<file path="config.mk">
export PLATFORM = sky130hd
export DESIGN_NAME = memdata_dma
export DESIGN_NICKNAME = d
export VERILOG_FILES = /design/src/rtl/memdata_pkg.sv /design/src/rtl/memdata_dma.sv
export SDC_FILE = /design/constraint.sdc
export NUM_CORES = 1
export LEC_CHECK = 0
export ABC_CLOCK_PERIOD_IN_PS = 5000
export BUFFER_PORTS_ARGS = -buffer_cell sky130_fd_sc_hd__buf_2
export CORE_UTILIZATION = 45
export CTS_BUF_LIST = sky130_fd_sc_hd__clkbuf_2 sky130_fd_sc_hd__clkbuf_4 sky130_fd_sc_hd__clkbuf_8
export DETAILED_ROUTE_END_ITERATION = 6
export HOLD_SLACK_MARGIN = 0.15
export PLACE_DENSITY = 0.78
export SLEW_MARGIN = 15
export SYNTH_ARGS = -nofsm -noshare
export SYNTH_HDL_FRONTEND = slang
export SYNTH_SLANG_ARGS = --single-unit
export TNS_END_PERCENT = 20
</file>
<file path="constraint.sdc">
create_clock -name clk -period 5 [get_ports clk]
set_input_delay 0.25 -clock clk [delete_from_list [all_inputs] [get_ports clk]]
set_output_delay 0.25 -clock clk [all_outputs]
set_load 0.01 [all_outputs]
</file>
<file path="src/rtl/memdata_pkg.sv">
// Shared definitions for the 8-bit data memory and its bus-master engine.
//   MEM_AW / MEM_DW / MEM_LW : default address, data and length widths
//   op_e    : command codes carried on memdata_dma.op
//   state_e : engine sequencing states
//   first_state() : state entered from IDLE for a freshly latched command
package memdata_pkg;

  localparam int MEM_AW = 12;
  localparam int MEM_DW = 8;
  localparam int MEM_LW = 12;

  typedef enum logic [1:0] {
    OP_READ  = 2'b00,
    OP_WRITE = 2'b01,
    OP_FILL  = 2'b10,
    OP_COPY  = 2'b11
  } op_e;

  typedef enum logic [1:0] {
    ST_IDLE = 2'b00,
    ST_RD   = 2'b01,
    ST_WR   = 2'b10,
    ST_DONE = 2'b11
  } state_e;

  // Block commands with a zero length skip straight to DONE without
  // touching memory; READ/WRITE ignore the length entirely.
  function automatic state_e first_state(input op_e op, input logic len_zero);
    state_e s;
    case (op)
      OP_READ:  s = ST_RD;
      OP_WRITE: s = ST_WR;
      OP_FILL:  s = len_zero ? ST_DONE : ST_WR;
      default:  s = len_zero ? ST_DONE : ST_RD;
    endcase
    return s;
  endfunction

endpackage

</file>
<file path="src/rtl/memdata_dma.sv">
// Bus-master engine for the memdata port. Executes one command at a time
// (READ, WRITE, FILL, COPY), drives cs/we/oe, address and write data, and
// reports completion with a single-cycle done pulse.
//   clk, reset_n          : clock, async active-low reset
//   start, op, src, dst,
//   len, wdata            : command, latched when start is seen in IDLE
//   abort                 : cancel the running command after the current access
//   rdata                 : registered READ result
//   busy, done            : command in progress / completion pulse
//   mem_cs/we/oe, mem_dir,
//   mem_indata            : memory strobes, address, write data (Moore-decoded)
//   mem_outdata           : memory read data
module memdata_dma
  import memdata_pkg::*;
#(
  parameter int AW = MEM_AW,
  parameter int DW = MEM_DW,
  parameter int LW = MEM_LW
) (
  input  logic          clk,
  input  logic          reset_n,
  input  logic          start,
  input  logic [1:0]    op,
  input  logic [AW-1:0] src,
  input  logic [AW-1:0] dst,
  input  logic [LW-1:0] len,
  input  logic [DW-1:0] wdata,
  input  logic          abort,
  output logic [DW-1:0] rdata,
  output logic          busy,
  output logic          done,
  output logic          mem_cs,
  output logic          mem_we,
  output logic          mem_oe,
  output logic [AW-1:0] mem_dir,
  output logic [DW-1:0] mem_indata,
  input  logic [DW-1:0] mem_outdata
);

  state_e        state_q, state_d;
  op_e           op_q, op_d;
  logic [AW-1:0] src_q, src_d;     // source pointer
  logic [AW-1:0] dst_q, dst_d;     // destination pointer
  logic [LW-1:0] cnt_q, cnt_d;     // words still to write
  logic [DW-1:0] wdata_q, wdata_d; // WRITE value / FILL pattern
  logic [DW-1:0] buf_q, buf_d;     // COPY word in flight
  logic [DW-1:0] rdata_q, rdata_d;

  always_ff @(posedge clk or negedge reset_n) begin
    if (!reset_n) begin
      state_q <= ST_IDLE;
      op_q    <= OP_READ;
      src_q   <= '0;
      dst_q   <= '0;
      cnt_q   <= '0;
      wdata_q <= '0;
      buf_q   <= '0;
      rdata_q <= '0;
    end else begin
      state_q <= state_d;
      op_q    <= op_d;
      src_q   <= src_d;
      dst_q   <= dst_d;
      cnt_q   <= cnt_d;
      wdata_q <= wdata_d;
      buf_q   <= buf_d;
      rdata_q <= rdata_d;
    end
  end

  always_comb begin
    state_d = state_q;
    op_d    = op_q;
    src_d   = src_q;
    dst_d   = dst_q;
    cnt_d   = cnt_q;
    wdata_d = wdata_q;
    buf_d   = buf_q;
    rdata_d = rdata_q;

    case (state_q)
      ST_IDLE: begin
        if (start) begin
          op_d    = op_e'(op);
          src_d   = src;
          dst_d   = dst;
          cnt_d   = len;
          wdata_d = wdata;
          state_d = first_state(op_e'(op), len == '0);
        end
      end

      ST_RD: begin
        // The read of this cycle always lands, even when aborting.
        if (op_q == OP_READ) rdata_d = mem_outdata;
        else                 buf_d   = mem_outdata;
        if (abort)                 state_d = ST_IDLE;
        else if (op_q == OP_READ)  state_d = ST_DONE;
        else                       state_d = ST_WR;
      end

      ST_WR: begin
        // Both pointers advance together so COPY stays word-aligned;
        // AW-bit arithmetic gives the wrap at the top of memory.
        cnt_d = cnt_q - LW'(1);
        src_d = src_q + AW'(1);
        dst_d = dst_q + AW'(1);
        if (abort)                                  state_d = ST_IDLE;
        else if (op_q == OP_WRITE || cnt_q == LW'(1)) state_d = ST_DONE;
        else if (op_q == OP_COPY)                   state_d = ST_RD;
        else                                        state_d = ST_WR;
      end

      default: state_d = ST_IDLE; // ST_DONE
    endcase
  end

  // Port decode depends on registered state only; idle values are zero.
  always_comb begin
    mem_cs     = 1'b0;
    mem_we     = 1'b0;
    mem_oe     = 1'b0;
    mem_dir    = '0;
    mem_indata = '0;
    case (state_q)
      ST_RD: begin
        mem_cs  = 1'b1;
        mem_oe  = 1'b1;
        mem_dir = src_q;
      end
      ST_WR: begin
        mem_cs     = 1'b1;
        mem_we     = 1'b1;
        mem_dir    = dst_q;
        mem_indata = (op_q == OP_COPY) ? buf_q : wdata_q;
      end
      default: ;
    endcase
  end

  assign busy  = (state_q != ST_IDLE);
  assign done  = (state_q == ST_DONE);
  assign rdata = rdata_q;

endmodule

</file>
==> results of run 1 <==
[stage by stage]
step	hold WS, ps	power [mW]	utilization [%]
after floorplan	-45.6	2.13	-
after global placement	481	2.48	53.9
after detailed placement	484	2.57	53.9
after CTS	151	2.99	58.1
after global routing	157	3.23	58.1
final	165	2.99	58.1
[worst max-delay path, stage by stage (launching register included)]
cell and delay (ps):
dfrtp_1 410, inv_1 110, ha_1 340, mux2_2 820
nand2_1 760, o22ai_1 330, a21oi_1 70
[cell usage after synthesis, types with 2 or more instances]
library cell | n | share of area, %
nand2b_1 | 2 | 0.33
a22oi_1 | 13 | 2.6
or3_1 | 3 | 0.50
nand3_1 | 18 | 2.4
inv_1 | 14 | 1.4
mux2i_1 | 17 | 4.6
nor2b_1 | 11 | 1.8
a21oi_1 | 37 | 5.0
nor3_1 | 8 | 1.1
or4_4 | 3 | 0.90
nand4_1 | 8 | 1.3
o211ai_1 | 2 | 0.40
clkbuf_1 | 16 | 1.6
a2bb2oi_1 | 3 | 0.70
nand2_1 | 43 | 4.3
o22ai_1 | 25 | 4.2
and4_1 | 2 | 0.47
dfrtp_1 | 64 | 43
ha_1 | 11 | 3.7
or4_1 | 3 | 0.60
buf_1 | 7 | 0.70
mux2_2 | 25 | 7.5
or4_2 | 2 | 0.47
nor4_1 | 5 | 0.84
nor3b_1 | 4 | 0.80
and3_1 | 4 | 0.67
a21boi_0 | 2 | 0.40
o21ai_0 | 24 | 3.2
nor2_1 | 17 | 1.7
[registers in the layout, summed over array words and instances (netlist names)]
name,cells
op_q,2
buf_q,8
state_q,2
dst_q,12
wdata_q,8
cnt_q,12
src_q,12
rdata,8
[cell usage in the layout (no fill, tap or decap), types with 5 or more instances in the layout]
cell type,n
buf_2,90
dfrtp_1,64
nand2_1,43
a21oi_1,37
mux2_2,25
o22ai_1,25
o21ai_0,24
nand3_1,18
nor2_1,17
mux2i_1,16
dlygate4sd3_1,15
inv_1,14
a22oi_1,13
nor2b_1,11
clkbuf_8,11
ha_1,10
nand4_1,8
nor3_1,8
nor4_1,5
[worst min-delay path by stage]
stage / start / endpoint / depth (start not counted) / slack [ps]
final: src[11] / src_q[11]$_DFFE_PN0P_ / 3 / 160
after global routing: mem_outdata[4] / rdata[4]$_DFFE_PN0P_ / 2 / 160
after CTS: mem_outdata[4] / rdata[4]$_DFFE_PN0P_ / 2 / 150
after detailed placement: reset_n / src_q[3]$_DFFE_PN0P_ / 2 / 480
after global placement: reset_n / src_q[2]$_DFFE_PN0P_ / 2 / 480
after floorplan: reset_n / buf_q[0]$_DFFE_PN0P_ / 0 / -50
[logic make-up (layout without fill, tap and decap cells)]
group	count (synthesis)	after routing	synth area share (%)
multiplexers	42	42	12.1
flip-flops	64	64	42.8
AND/OR/NAND/NOR	137	137	19.2
adder cells (fa/ha/maj)	11	11	3.68
AO/OA/AOI/OAI	115	115	18.3
buffers and inverters	38	137	3.85
[power by group through the flow]
stage	combinational [mW]	clock, mW	sequential (mW)
floorplan	1.11	0	1.01
global placement	1.41	0	1.07
detailed placement	1.47	0	1.10
CTS	1.49	0.419	1.09
global route	1.65	0.439	1.14
finish	1.49	0.408	1.10
[layer usage]
| metal | track usage, % | vias to the layer above | share of wire, % |
|---|---|---|---|
| met3 | 5.53 | 11 | 6.7 |
| met1 | 31.9 | 1686 | 44 |
| met5 | 0 | - | 0 |
| met2 | 38.7 | 136 | 48 |
| li1 | - | 1690 | - |
| met4 | 4.36 | 0 | 1.0 |
[final cells by class]
cell class / count / area share [%]
Multi-Input combinational cell: 305 / 43.6
Tap cell: 102 / 2.79
Inverter: 14 / 1.15
Clock buffer: 12 / 3.47
Sequential cell: 64 / 35.0
Clock inverter: 3 / 0.382
Timing Repair Buffer: 108 / 13.6
[repair_timing]
item,4_1_cts,5_1_grt
endpoints found under the hold margin,81,0
hold buffers,15,0
setup buffers,0,0
==> run_results.csv, run 1 <==
group,metric,value,unit
worst_setup_path,crit_path_end_kind,"flip-flop",
timing,finalClockSkew,5.99,ps
clock_network,cts-root-buf,"clkbuf_8",
worst_setup_path,arrival,3190,ps
routing,ant_nets,0,
flow_run,cap_viol_max_count,0,
clock_network,cts_tree,"yes",
final_layout,fin_area,4580,sq um
timing,setup_viol,0,
synthesis,async_reset_ff_share,100,%
floorplan,die_area,8680,sq um
clock_network,clockBufferDepth,2,
timing,max_freq,0.334,GHz
floorplan,die_x,93.2,um
timing,setup-tns-final,0,ps
worst_setup_path,cp_data_required_time,5200,ps
floorplan,num_rows,32,
worst_hold_path,hp-class,"in -> reg",
synthesis,ys_warn_count,0,
timing,slew_headroom,40.2,%
placed_design,dp_slack,2060,ps
grt,grt_pass1_wl,16000,um
final_layout,layout.cells.non_filler,608,
synthesis,synth.avg_cell_area,9.19,sq um
timing,finalHoldViolCount,0,
synthesis,synth_cell_types,43,
synthesis,syn_nets,476,
final_layout,n_fill_cell,711,
synthesis,ys.flop_type,"dfrtp_1",
worst_setup_path,r2r_slack,2000,ps
grt,grt_pass1_vias,3262,
clock_network,cts_made_buffers,9,
routing,wl_per_cell,16.4,um
routing,vias,3523,
synthesis,ys_seq_elements,64,
final_layout,areaGrowthSynthToFinish,22.5,%
pwr,irDropWorstVdd,0.308,mV
worst_setup_path,timing.rr.end,"src_q[6]$_DFFE_PN0P_",
pwr,switching_share,45.1,%
grt,grtUsageTotal,23.5,%
pwr,p_int,1.64,mW
clock_network,ctsResizeCount,0,
floorplan,initial_core_util,47.4,%
placed_design,dp_hpwl,6870,um
final_layout,diodes,0,
pwr,comb_power_share,49.7,%
worst_setup_path,cp-startpoint,"state_q[0]$_DFFE_PN0P_",
clock_network,insertion_delay,340,ps
floorplan,die_h,93.2,um
synthesis,synthesis.area,3740,sq um
placed_design,dp.cells,578,
synthesis,synthCells,407,
routing,via_per_inst,5.79,
placed_design,io_buffers,90,
timing,grt_setup_unrepaired,"false",
pwr,switchingPower,1.35,mW
clock_network,cts.sinks,64,
worst_setup_path,r2r_cells,6,
timing,period_share,59.9,%
worst_setup_path,startpoint_type,"flip-flop",
placed_design,dpl-instance-area,4250,sq um
pwr,power_density,653,nW/um^2
worst_setup_path,cp-endpoint,"src_q[6]$_DFFE_PN0P_",
synthesis,synth_edf_count,0,
worst_setup_path,r2r-start,"state_q[0]$_DFFE_PN0P_",
final_layout,regArea,1600,sq um
status,status,"finished clean",
timing,min_period,3000,ps
worst_setup_path,critPathKind,"reg -> reg",
grt,grt_max_degree,65,
grt,gr-total-overflow,0,
floorplan,core,7890,sq um
timing,worst_pin_slew,898,ps
pwr,pwr-share-clk,13.6,%
final_layout,fin_nets,571,
timing,drv_slew,0,
routing,drt_wl_total,9990,um
floorplan,boundaryPins,91,
pwr,pwr-share-seq,36.7,%
placed_design,place_congestion,0.831,
final_layout,drive_above_1_share,27.9,%
synthesis,synth-seq-area-share,42.8,%
pwr,power.leakage,2.02,nW
routing,first_pass_iters,4,
final_layout,multi_input_area,2000,sq um
timing,setup_ws,2000,ps
grt,antenna_found_initial,0,
clock_network,path_clk_slew,70,ps
routing,drtIter0Drc,284,
worst_setup_path,cp_max_fo,49,
routing,drc,0,
clock_network,htree_levels,3,
Note: power is estimated with default switching activity, not from simulation.
==> inputs of run 2 (changes only) <==
--- a/config.mk
+++ b/config.mk
@@ -5,13 +5,13 @@
 export SDC_FILE = /design/constraint.sdc
 export NUM_CORES = 1
 export LEC_CHECK = 0
-export ABC_CLOCK_PERIOD_IN_PS = 5000
+export ABC_CLOCK_PERIOD_IN_PS = 2500
 export BUFFER_PORTS_ARGS = -buffer_cell sky130_fd_sc_hd__buf_2
 export CORE_UTILIZATION = 45
 export CTS_BUF_LIST = sky130_fd_sc_hd__clkbuf_2 sky130_fd_sc_hd__clkbuf_4 sky130_fd_sc_hd__clkbuf_8
 export DETAILED_ROUTE_END_ITERATION = 6
 export HOLD_SLACK_MARGIN = 0.15
-export PLACE_DENSITY = 0.78
+export PLACE_DENSITY = 0.81
 export SLEW_MARGIN = 15
 export SYNTH_ARGS = -nofsm -noshare
 export SYNTH_HDL_FRONTEND = slang
==> constraint.sdc (replaced) <==
create_clock -name clk -period 2.5 [get_ports clk]
set_input_delay 0.125 -clock clk [delete_from_list [all_inputs] [get_ports clk]]
set_output_delay 0.125 -clock clk [all_outputs]
set_load 0.01 [all_outputs]
==> run_results.csv, run 2 (synthesized netlist as in run 1, its figures left out) <==
group,metric,value,unit
flow_run,cap_viol_max_count,0,
routing,wl_per_cell,16.2,um
timing,period_share,87.7,%
worst_setup_path,critPathKind,"reg -> out",
routing,via_per_inst,5.84,
worst_setup_path,arrival,2070,ps
status,status,"finished clean",
final_layout,drive_above_1_share,26.9,%
routing,drt_wl_total,10600,um
worst_hold_path,hold_end,"dst_q[11]$_DFFE_PN0P_",
clock_network,cts_made_buffers,9,
final_layout,areaGrowthSynthToFinish,36.1,%
grt,grt_pass1_vias,3705,
timing,grt_setup_unrepaired,"false",
clock_network,clockBufferDepth,2,
routing,first_pass_iters,4,
final_layout,final_cell_mix,"buf_2 (90), dfrtp_1 (64), dlygate4sd3_1 (55), nand2_1 (43), a21oi_1 (37)",
clock_network,htree_levels,3,
worst_hold_path,hold_start,"dst[11]",
worst_setup_path,worst_path_max_delay_cell,"dfrtp_1",
placed_design,dp_slack,386,ps
clock_network,insertion_delay,350,ps
final_layout,final_common_cell,"buf_2",
worst_setup_path,cp_data_required_time,2380,ps
placed_design,io_buffers,90,
timing,min_period,2190,ps
grt,antenna_found_initial,0,
placed_design,place_congestion,0.826,
worst_setup_path,worst-path-buf-inv,3,
worst_setup_path,critPathTopFamily,"buffers and inverters",
timing,worst_pin_slew,745,ps
routing,drtIter0Drc,263,
placed_design,dp.cells,585,
grt,grt_pass1_wl,17500,um
grt,gr-total-overflow,0,
pwr,total_power,6.36,mW
worst_setup_path,timing.rr.end,"src_q[9]$_DFFE_PN0P_",
timing,whs,232,ps
worst_setup_path,r2r-start,"state_q[0]$_DFFE_PN0P_",
pwr,power.leakage,2.24,nW
floorplan,die_x,93.2,um
worst_setup_path,cp_cell_sequence,"inv_1, ha_2, buf_4, a22oi_1, nor2b_1, buf_2",
worst_setup_path,slowest_delay,420,ps
final_layout,fin_nets,618,
grt,grtUsageTotal,25.5,%
worst_setup_path,cp_max_fo,33,
final_layout,top_regs,"cnt_q x12, dst_q x12, src_q x12",
final_layout,diodes,0,
clock_network,cts-root-buf,"clkbuf_8",
timing,setup_ws,307,ps
floorplan,core,7890,sq um
worst_setup_path,startpoint_type,"flip-flop",
clock_network,cts.sinks,64,
routing,drc,0,
worst_setup_path,cp_num_cells,6,
timing,max_freq,0.456,GHz
floorplan,boundaryPins,91,
floorplan,die_area,8680,sq um
timing,setup-tns-final,0,ps
timing,setup_viol,0,
clock_network,cts_tree,"yes",
pwr,power_density,1250,nW/um^2
timing,finalClockSkew,11.2,ps
floorplan,num_rows,32,
worst_setup_path,cp-startpoint,"state_q[0]$_DFFE_PN0P_",
timing,slew_headroom,50.0,%
timing,drv_slew,0,
floorplan,die_h,93.2,um
pwr,irDropWorstVdd,0.927,mV
routing,vias,3828,
placed_design,dp_hpwl,6960,um
timing,finalHoldViolCount,0,
worst_setup_path,crit_path_end_kind,"output port",
routing,ant_nets,0,
worst_hold_path,hold_depth,4,
final_layout,final_core_util,64.5,%
floorplan,initial_core_util,47.4,%
worst_setup_path,r2r_slack,360,ps
final_layout,layout.cells.non_filler,656,
clock_network,path_clk_slew,80,ps
worst_hold_path,hp-class,"in -> reg",
placed_design,dpl-instance-area,4320,sq um
grt,grt_max_degree,65,
clock_network,ctsResizeCount,0,
worst_setup_path,r2r_cells,7,
final_layout,fin_area,5090,sq um
clock_network,post-cts-setup-buffer-count,0,
==> run 2: area by class of cell <==
class,count,area [sq um]
Timing Repair Buffer,155,1090
Multi-Input combinational cell,305,2000
Tap cell,102,128
Clock inverter,7,96.3
Clock buffer,9,124
Sequential cell,64,1600
Fill cell,628,2800
Inverter,14,52.6
==> run 2: worst max-delay path by stage <==
stage                                end  slack [ps]
finish                        mem_dir[6]         310
global route                  mem_dir[7]         180
floorplan           cnt_q[9]$_DFFE_PN0P_         550
global placement    src_q[9]$_DFFE_PN0P_         490
detailed placement  src_q[9]$_DFFE_PN0P_         390
CTS                           mem_dir[6]         320
==> run 2: metal layers <==
metal | GRT usage (%) | wire (um)
met4 | 8.72 | 216
met1 | 32.1 | 4510
met3 | 5.69 | 748
met2 | 43.0 | 5130
met5 | 0 | 0
==> run 2: timing repair <==
action,4_1_cts,5_1_grt
endpoints found under the setup margin,0,0
endpoints found under the hold margin,127,0
hold buffers,55,0
==> run 2: where the power goes <==
group	switching (mW)	leakage, nW	internal (mW)	total [mW]
combinational	1.75	1.39	1.40	3.16
sequential	0.625	0.751	1.59	2.21
clock	0.436	0.101	0.560	0.996
total	2.81	2.24	3.55	6.36
==> run 2: worst min-delay path, delay by kind of cell <==
family	cells	cell delay (ps)
simple gates	1	170
compound gates	2	170
buf+inv	1	70
==> inputs of run 3 (changes only) <==
--- a/config.mk
+++ b/config.mk
@@ -6,7 +6,7 @@
 export NUM_CORES = 1
 export LEC_CHECK = 0
 export ABC_CLOCK_PERIOD_IN_PS = 2500
-export BUFFER_PORTS_ARGS = -buffer_cell sky130_fd_sc_hd__buf_2
+export BUFFER_PORTS_ARGS = -buffer_cell sky130_fd_sc_hd__clkbuf_2
 export CORE_UTILIZATION = 45
 export CTS_BUF_LIST = sky130_fd_sc_hd__clkbuf_2 sky130_fd_sc_hd__clkbuf_4 sky130_fd_sc_hd__clkbuf_8
 export DETAILED_ROUTE_END_ITERATION = 6
==> run_results.csv, run 3 (synthesized netlist as in run 1, its figures left out) <==
group,metric,value,unit
worst_setup_path,r2r_cells,7,
timing,slew_headroom,51.8,%
pwr,power_density,1250,nW/um^2
routing,wl_per_cell,16.5,um
timing,setup_viol,0,
grt,gr-total-overflow,0,
final_layout,final_cell_mix,"clkbuf_2 (90), dfrtp_1 (64), dlygate4sd3_1 (55), nand2_1 (43), a21oi_1 (37)",
worst_hold_path,hp-class,"in -> reg",
final_layout,n_fill_cell,629,
clock_network,htree_levels,3,
floorplan,die_x,93.2,um
final_layout,areaGrowthSynthToFinish,36.0,%
routing,wl_met2,5380,um
clock_network,cts_made_buffers,9,
timing,finalClockSkew,4.39,ps
floorplan,die_h,93.2,um
placed_design,dp_hpwl,7090,um
worst_setup_path,arrival,2040,ps
clock_network,insertion_delay,350,ps
grt,grt_max_degree,49,
routing,ant_nets,0,
grt,grt_pass1_vias,3750,
worst_setup_path,slowest_delay,410,ps
routing,wl_met1,4420,um
worst_setup_path,r2r_slack,360,ps
routing,drc,0,
final_layout,final_core_util,64.5,%
clock_network,cts.sinks,64,
worst_setup_path,crit_path_end_kind,"output port",
placed_design,dpl-instance-area,4310,sq um
timing,grt_setup_unrepaired,"false",
timing,period_share,86.8,%
final_layout,diodes,0,
final_layout,fin_area,5080,sq um
worst_setup_path,cp_max_fo,40,
floorplan,core,7890,sq um
final_layout,final_common_cell,"clkbuf_2",
worst_setup_path,worst-path-buf-inv,3,
placed_design,place_congestion,0.828,
clock_network,clockBufferDepth,2,
timing,drv_slew,0,
worst_setup_path,cp_data_required_time,2380,ps
clock_network,cts-root-buf,"clkbuf_8",
routing,drt_wl_total,10800,um
routing,vias,3799,
clock_network,post-cts-setup-buffer-count,0,
worst_setup_path,r2r-start,"state_q[0]$_DFFE_PN0P_",
timing,whs,191,ps
pwr,power.leakage,2.25,nW
timing,min_period,2170,ps
timing,setup-tns-final,0,ps
worst_setup_path,cp_cell_sequence,"inv_1, ha_2, buf_4, a22oi_1, nor2b_1, clkbuf_2",
flow_run,cap_viol_max_count,0,
timing,finalHoldViolCount,0,
final_layout,layout.cells.non_filler,657,
floorplan,boundaryPins,91,
worst_hold_path,hold_depth,4,
grt,grt_pass1_wl,17600,um
floorplan,die_area,8680,sq um
worst_setup_path,worst_path_max_delay_cell,"dfrtp_1",
worst_setup_path,startpoint_type,"flip-flop",
placed_design,dp.cells,586,
final_layout,fin_nets,619,
status,status,"finished clean",
grt,antenna_found_initial,0,
grt,grtUsageTotal,26.2,%
timing,worst_pin_slew,719,ps
final_layout,drive_above_1_share,27.0,%
routing,dr_wl_met3,856,um
worst_hold_path,hold_start,"dst[11]",
worst_setup_path,critPathKind,"reg -> out",
worst_setup_path,critPathTopFamily,"buffers and inverters",
clock_network,cts_tree,"yes",
floorplan,num_rows,32,
worst_hold_path,hold_end,"dst_q[11]$_DFFE_PN0P_",
routing,drtIter0Drc,255,
worst_setup_path,timing.rr.end,"src_q[9]$_DFFE_PN0P_",
pwr,irDropWorstVdd,0.739,mV
placed_design,io_buffers,90,
routing,first_pass_iters,5,
clock_network,path_clk_slew,70,ps
timing,max_freq,0.461,GHz
routing,via_per_inst,5.78,
floorplan,initial_core_util,47.4,%
routing,top_layer,"met4",
final_layout,top_regs,"cnt_q x12, dst_q x12, src_q x12",
==> run 3: worst max-delay path by stage <==
stage                                      start              endpoint  slack [ps]  depth (start not counted)
after floorplan           state_q[0]$_DFFE_PN0P_  cnt_q[9]$_DFFE_PN0P_         550                          6
after global placement    state_q[0]$_DFFE_PN0P_  src_q[9]$_DFFE_PN0P_         490                          7
after detailed placement  state_q[0]$_DFFE_PN0P_  src_q[9]$_DFFE_PN0P_         390                          7
after CTS                 state_q[0]$_DFFE_PN0P_         mem_indata[3]         360                          7
after global routing      state_q[0]$_DFFE_PN0P_            mem_dir[6]         220                          6
final                     state_q[0]$_DFFE_PN0P_            mem_dir[6]         330                          6
==> run 3: where the power goes <==
| part | internal [mW] | leakage [nW] | total [mW] | switching (mW) |
|---|---|---|---|---|
| Clock | 0.583 | 0.112 | 0.990 | 0.407 |
| Combinational | 1.39 | 1.38 | 3.16 | 1.77 |
| Sequential | 1.59 | 0.751 | 2.20 | 0.617 |
| Total | 3.56 | 2.25 | 6.36 | 2.79 |
==> run 3: stage by stage <==
step	power (mW)	setup slack, ps
global route	6.84	222
CTS	6.31	361
detailed placement	5.23	392
global placement	5.09	491
finish	6.36	331
floorplan	4.25	554
==> run 3: layout make-up <==
cell class              count  area (sq um)  share of cell area (%)
repair buffers            156          1080                    21.3
clock buffers              10           138                    2.71
flip-flops and latches     64          1600                    31.5
inverters                  14          52.6                    1.03
clock inverters             6          82.6                    1.62
well taps                 102           128                    2.51
multi-input cells         305          2000                    39.3
==> run 3: repair_timing <==
item | CTS | global route
gates resized for setup | 0 | 0
setup endpoints to repair | 0 | 0
hold buffers | 55 | 0
endpoints found under the hold margin | 127 | 0
==> run 3: worst reg2reg max path: stages (launching register included) <==
cell     delay, ps
dfrtp_1        400
inv_1          100
ha_1           310
mux2i_2        200
buf_4          230
or4_1          550
mux2i_1        140
a21oi_1         80
==> run 3: metal layers <==
| metal | global-route usage [%] | vias up |
|---|---|---|
| li1 | - | 1794 |
| met1 | 31.3 | 1793 |
| met2 | 46.0 | 194 |
| met3 | 7.56 | 18 |
| met4 | 7.18 | 0 |
| met5 | 0 | - |
